<file path="src/rtl/subpulse_decombiner.sv">
// -----------------------------------------------------------------------------
// subpulse_decombiner
//   Undoes the factor-N sub-pulse combiner. A trigger starts a train of
//   COMB_FACT windows, each SUB_PULSE_LEN samples long. Window 0 is passed
//   through unchanged. Every later window outputs din(t) - din(t-L), which
//   strips the running sum back to the individual sub-pulse. The difference
//   saturates to 16 bits. All outputs are registered, so latency is one clock.
//
// Ports
//   clk        : system clock, rising edge
//   rst_n      : synchronous active-low reset
//   din        : signed combined-beam sample, one per clock
//   trig       : single-cycle train start; din on this cycle is sample 0
//   bypass     : 1 = pass din straight through in every window
//   dout       : signed recovered sample
//   dvalid     : dout carries a train sample
//   sub_idx    : window index of dout
//   sat        : dout was clamped on this output cycle
//   busy       : a train is in progress
//   retrig_err : one-cycle pulse, trig ignored because a train was running
// -----------------------------------------------------------------------------
module subpulse_decombiner #(
    parameter int SUB_PULSE_LEN = 100,
    parameter int COMB_FACT     = 4
) (
    input  logic                         clk,
    input  logic                         rst_n,
    input  logic signed [15:0]           din,
    input  logic                         trig,
    input  logic                         bypass,
    output logic signed [15:0]           dout,
    output logic                         dvalid,
    output logic [$clog2(COMB_FACT)-1:0] sub_idx,
    output logic                         sat,
    output logic                         busy,
    output logic                         retrig_err
);
    localparam int CNT_W = $clog2(SUB_PULSE_LEN);
    localparam int WIN_W = $clog2(COMB_FACT);
    localparam logic [CNT_W-1:0] CNT_LAST = CNT_W'(SUB_PULSE_LEN - 1);
    localparam logic [CNT_W-1:0] CNT_ONE  = CNT_W'(1);
    localparam logic [WIN_W-1:0] WIN_LAST = WIN_W'(COMB_FACT - 1);
    localparam logic [WIN_W-1:0] WIN_ONE  = WIN_W'(1);

    typedef enum logic [1:0] {
        ST_IDLE  = 2'd0,
        ST_FIRST = 2'd1,
        ST_DIFF  = 2'd2
    } state_t;

    // Clamp a 17-bit signed value to 16 bits; bit 16 of the result flags a clamp.
    function automatic logic [16:0] sat16(input logic signed [16:0] v);
        logic [16:0] res;
        if (v[16] != v[15]) begin
            res = v[16] ? {1'b1, 16'h8000} : {1'b1, 16'h7FFF};
        end else begin
            res = {1'b0, v[15:0]};
        end
        return res;
    endfunction

    logic signed [15:0] r_dl [SUB_PULSE_LEN];
    logic signed [15:0] w_tap;
    logic signed [16:0] w_diff;
    logic        [16:0] w_sat;
    logic               w_cnt_wrap;
    logic               w_last;

    state_t             r_state;
    logic [CNT_W-1:0]   r_cnt;
    logic [WIN_W-1:0]   r_win;
    logic signed [15:0] r_dout;
    logic               r_dvalid;
    logic [WIN_W-1:0]   r_sub_idx;
    logic               r_sat;
    logic               r_busy;
    logic               r_retrig_err;

    // Delay line: free-running shift of din; contents need no reset because
    // the tap is only consumed once a full window has been loaded in the train.
    always_ff @(posedge clk) begin
        r_dl[0] <= din;
        for (int i = 1; i < SUB_PULSE_LEN; i++) begin
            r_dl[i] <= r_dl[i-1];
        end
    end

    assign w_tap      = r_dl[SUB_PULSE_LEN-1];
    assign w_diff     = {din[15], din} - {w_tap[15], w_tap};
    assign w_sat      = sat16(w_diff);
    assign w_cnt_wrap = (r_cnt == CNT_LAST);
    assign w_last     = w_cnt_wrap && (r_win == WIN_LAST);

    // Train FSM with registered outputs.
    always_ff @(posedge clk) begin
        if (!rst_n) begin
            r_state      <= ST_IDLE;
            r_cnt        <= '0;
            r_win        <= '0;
            r_dout       <= 16'sd0;
            r_dvalid     <= 1'b0;
            r_sub_idx    <= '0;
            r_sat        <= 1'b0;
            r_busy       <= 1'b0;
            r_retrig_err <= 1'b0;
        end else begin
            r_dout       <= 16'sd0;
            r_dvalid     <= 1'b0;
            r_sub_idx    <= '0;
            r_sat        <= 1'b0;
            r_retrig_err <= 1'b0;
            case (r_state)
                ST_IDLE: begin
                    if (trig) begin
                        // The trigger cycle's din is already sample 0.
                        r_dout   <= din;
                        r_dvalid <= 1'b1;
                        r_cnt    <= CNT_ONE;
                        r_win    <= '0;
                        r_state  <= ST_FIRST;
                        r_busy   <= 1'b1;
                    end else begin
                        r_busy   <= 1'b0;
                    end
                end
                ST_FIRST: begin
                    r_dout       <= din;
                    r_dvalid     <= 1'b1;
                    r_retrig_err <= trig;
                    if (w_cnt_wrap) begin
                        r_cnt   <= '0;
                        r_win   <= WIN_ONE;
                        r_state <= ST_DIFF;
                    end else begin
                        r_cnt   <= r_cnt + CNT_ONE;
                    end
                end
                ST_DIFF: begin
                    r_dvalid  <= 1'b1;
                    r_sub_idx <= r_win;
                    if (bypass) begin
                        r_dout <= din;
                    end else begin
                        r_dout <= w_sat[15:0];
                        r_sat  <= w_sat[16];
                    end
                    if (w_last) begin
                        r_cnt <= '0;
                        r_win <= '0;
                        // A trigger on the final sample chains straight into
                        // the next train; the next din is its sample 0.
                        if (trig) begin
                            r_state <= ST_FIRST;
                            r_busy  <= 1'b1;
                        end else begin
                            r_state <= ST_IDLE;
                            r_busy  <= 1'b0;
                        end
                    end else begin
                        r_retrig_err <= trig;
                        if (w_cnt_wrap) begin
                            r_cnt <= '0;
                            r_win <= r_win + WIN_ONE;
                        end else begin
                            r_cnt <= r_cnt + CNT_ONE;
                        end
                    end
                end
                default: begin
                    r_state <= ST_IDLE;
                    r_cnt   <= '0;
                    r_win   <= '0;
                    r_busy  <= 1'b0;
                end
            endcase
        end
    end

    assign dout       = r_dout;
    assign dvalid     = r_dvalid;
    assign sub_idx    = r_sub_idx;
    assign sat        = r_sat;
    assign busy       = r_busy;
    assign retrig_err = r_retrig_err;

endmodule

</file>
<file path="config.mk">
export PLATFORM = sky130hd
export DESIGN_NAME = subpulse_decombiner
export DESIGN_NICKNAME = d
export VERILOG_FILES = /design/src/rtl/subpulse_decombiner.sv
export SDC_FILE = /design/constraint.sdc
export NUM_CORES = 1
export LEC_CHECK = 0
export BUFFER_PORTS_ARGS = -buffer_cell sky130_fd_sc_hd__buf_2
export CAP_MARGIN = 10
export CELL_PAD_IN_SITES_DETAIL_PLACEMENT = 0
export CELL_PAD_IN_SITES_GLOBAL_PLACEMENT = 1
export CORE_ASPECT_RATIO = 1.25
export CORE_MARGIN = 2
export CORE_UTILIZATION = 45
export CTS_BUF_LIST = sky130_fd_sc_hd__clkbuf_16
export DETAILED_ROUTE_END_ITERATION = 7
export HOLD_SLACK_MARGIN = 0.02
export PLACE_DENSITY = 0.65
export SYNTH_ARGS = -nofsm -noshare
export SYNTH_HDL_FRONTEND = slang
export SYNTH_SLANG_ARGS = --single-unit
</file>
<file path="constraint.sdc">
create_clock -name clk -period 2.7 [get_ports clk]
set_input_delay 0.405 -clock clk [delete_from_list [all_inputs] [get_ports clk]]
set_output_delay 0.405 -clock clk [all_outputs]
set_load 0.01 [all_outputs]
</file>
==> summary.txt <==
Clock tree
  • Sink Count: 1633
  • CTS tree: yes
  • Clock Root Buffer: clkbuf_16
  • Total number of H-tree levels: 4
  • CTS Buf Count: 137
  • Worst-path clk slew: 0.07 ns
  • Clk Latency, worst-skew pair: 0.69 ns
  • Max clock buf depth: 3

Timing
  • Max Fclk: 0.376 GHz
  • Max Slew Vio Count: 0
  • Slew @ Worst Pin: 0.456 ns
  • Rel. slew slack: 0.696
  • Crit path setup slack, layout: 0.0428 ns
  • Clock skew: 0.0162 ns
  • Final hold vios: 0
  • Crit path time final: 2.66 ns
  • Period utilization: 0.984
  • Final setup viols: 0

Setup path
  • Critical path fanouts, max: 9
  • CP Data Arrival Time: 3.24 ns
  • Crit path kind: input port to register
  • Worst endpoint required time: 3.28 ns
  • Startpoint Class: input port
  • Setup crit end kind: register

Synth
  • Synth cell types: 56
  • Synthesized area: 34500 µm²
  • Synthesized flop and latch total: 1633
  • Average size of a mapped cell: 18.1 µm²
  • Post-synth EDFFs: 0
  • Net count after synthesis: 1944
  • Commonest register cell after synthesis: dfxtp_1
  • FFs w/ async S/R, synth: 0
  • Post-Syn Instances: 1901
  • Synth warn: 0
  • Register area share after synthesis: 0.949

Floorplanning
  • Die width: 251 µm
  • I/O pins: 42
  • Initial core utilization: 0.454
  • CORE AREA: 75900 µm²
  • Die area: 78800 µm²
  • Row Count: 113
  • Die Y: 313 µm

GRT
  • Gr usage total: 0.109
  • Total gr overflow: 0
  • Global-route wire length before repair: 68.7 mm
  • Largest net degree at the start of global routing: 18
  • Vias in the first global route: 13200
  • Initial antenna violation count: 1

Power
  • Combinational share of power: 0.017
  • Leak Pwr: 16.8 nW
  • Pwr/cell area: 1100 nW/µm²
  • Psw: 0.00890 W
  • Flop pwr share: 0.558
  • Internal power: 0.0361 W
  • Sw Share: 0.198
  • Clk pwr share: 0.425
  • Worst vdd ir: 0.612 mV

Min path
  • Class of the worst hold path: input port to register

Placement
  • Post-DP HPWL: 20.7 mm
  • Routability cong.: 0.736
  • Placement Setup Slack: -0.147 ns
  • PortBufs: 41
  • Placed cells: 2934

Final layout
  • Final Net Count: 2157
  • Final Util: 0.536
  • Most frequent cells in the layout: dfxtp_1 (1633), clkbuf_16 (140), inv_1 (52)
  • Non-filler cells, final: 3201
  • Ratio of cells with drive above 1 in the final layout: 0.131
  • P&R area growth vs syn: 18.1%
  • Commonest non-fill, non-tap cell in the layout: dfxtp_1

Drt
  • Drt via density: 3.98
  • First-pass detailed-route iteration total: 6
  • Initial DRC count: 544
  • # DRC: 0
  • Routed length per instance: 12.7 µm
  • Routed Antenna Nets: 0
  • Post-Route WL: 40.5 mm
  • Total vias in the final route: 12700

Job
  • Max cap viols: 0

Run status
  • Status: completed
critical path, cell delays in order:
cell and delay, ns:
dlygate4sd3_1 0.55, buf_2 0.16, ha_1 0.33, or3_4 0.39, a21oi_2 0.24, nor2_2 0.10, a21o_4 0.25, mux2_4 0.34
buf_4 0.19, nor3_1 0.19, o21ai_1 0.09
cells in the mapped netlist (3+ instances only):
| master | instances | share of area |
|---|---|---|
| nor2b_1 | 8 | 0.0015 |
| nand4_1 | 4 | 0.00073 |
| a21o_1 | 3 | 0.00065 |
| a211oi_1 | 7 | 0.0015 |
| o21ai_0 | 13 | 0.0019 |
| ha_1 | 22 | 0.0080 |
| nand2_1 | 26 | 0.0028 |
| o21a_1 | 6 | 0.0013 |
| or2_2 | 4 | 0.00073 |
| nor2_1 | 19 | 0.0021 |
| a21oi_1 | 26 | 0.0038 |
| dfxtp_1 | 1633 | 0.95 |
| inv_1 | 29 | 0.0032 |
| mux2i_1 | 3 | 0.00087 |
| nand2b_1 | 3 | 0.00054 |
| clkbuf_1 | 5 | 0.00054 |
| xor2_1 | 7 | 0.0018 |
| xnor2_1 | 7 | 0.0018 |
| nor3_1 | 11 | 0.0016 |
| nand3_1 | 5 | 0.00073 |
| o21ai_1 | 13 | 0.0019 |
| or3_1 | 3 | 0.00054 |
| a21oi_2 | 3 | 0.00076 |
through the flow:
step                      hold WS (ns)  cell area (µm²)  power (W)  setup TNS (ns)
final                            0.120            40700     0.0450               0
after global routing            0.0945            40700     0.0468         -0.0671
after CTS                       0.0521            40600     0.0456               0
after detailed placement         0.312            36000     0.0264           -1.57
after global placement           0.311            36000     0.0263          -0.876
after floorplan                  0.310            34500     0.0260               0
state kept, by name, summed over array words and instances (netlist names):
signal	count
retrig_err	1
r_cnt	7
busy	1
sat	1
dout	16
r_win	2
sub_idx	2
dvalid	1
r_dl	1600
r_state	2
worst paths after layout:
path	start	endpoint	slack, ns	depth (start not counted)
worst min-delay path	trig	dvalid$_SDFF_PN0_	0.12	3
worst min register to register	r_dl[0][756]$_DFF_P_	r_dl[0][772]$_DFF_P_	0.31	0
worst max register to register	r_dl[1][572]$_DFF_P_	dout[2]$_SDFF_PN0_	0.14	10
worst max-delay path	din[12]	dout[2]$_SDFF_PN0_	0.04	11
kinds of logic after synthesis:
logic type / after synthesis / synth area share
DFF: 1633 / 0.949
xor gates and xnor gates: 14 / 0.00356
and+or+nand+nor: 96 / 0.0143
muxes: 4 / 0.00131
AOI/OAI and AO/OA: 95 / 0.0190
buffers and inverters: 36 / 0.00436
adders and majority gates: 23 / 0.00857
routing by layer:
metal  GRT usage  vias to the layer above  routed length (µm)
li1            -                     6458                   -
met1       0.159                     5986               21500
met5           0                        -                   0
met3      0.0365                       94                1920
met2       0.145                      210               15800
met4      0.0537                        0                1250
power groups by stage:
stage	registers [W]	logic (W)	clock network [W]
after floorplan	0.0255	0.000429	0
after global placement	0.0256	0.000741	0
after detailed placement	0.0256	0.000757	0
after CTS	0.0251	0.000782	0.0197
after global routing	0.0251	0.000872	0.0208
final	0.0251	0.000776	0.0191
area by class of cell:
type                            count  area, µm²
Fill cell                        5909      35200
Sequential cell                  1633      32700
Clock buffer                      140       3500
Multi-Input combinational cell    232       1650
Tap cell                          977       1220
Clock inverter                    106        955
Timing Repair Buffer               81        548
Inverter                           29        109
Antenna cell                        3       7.51
what timing repair did:
action,CTS,global route
hold buffers,17,0
setup buffers,0,1
resized for setup,0,7
hold endpoints to repair,34,0
endpoints found under the setup margin,0,15
Note: power is estimated with default switching activity, not from simulation.
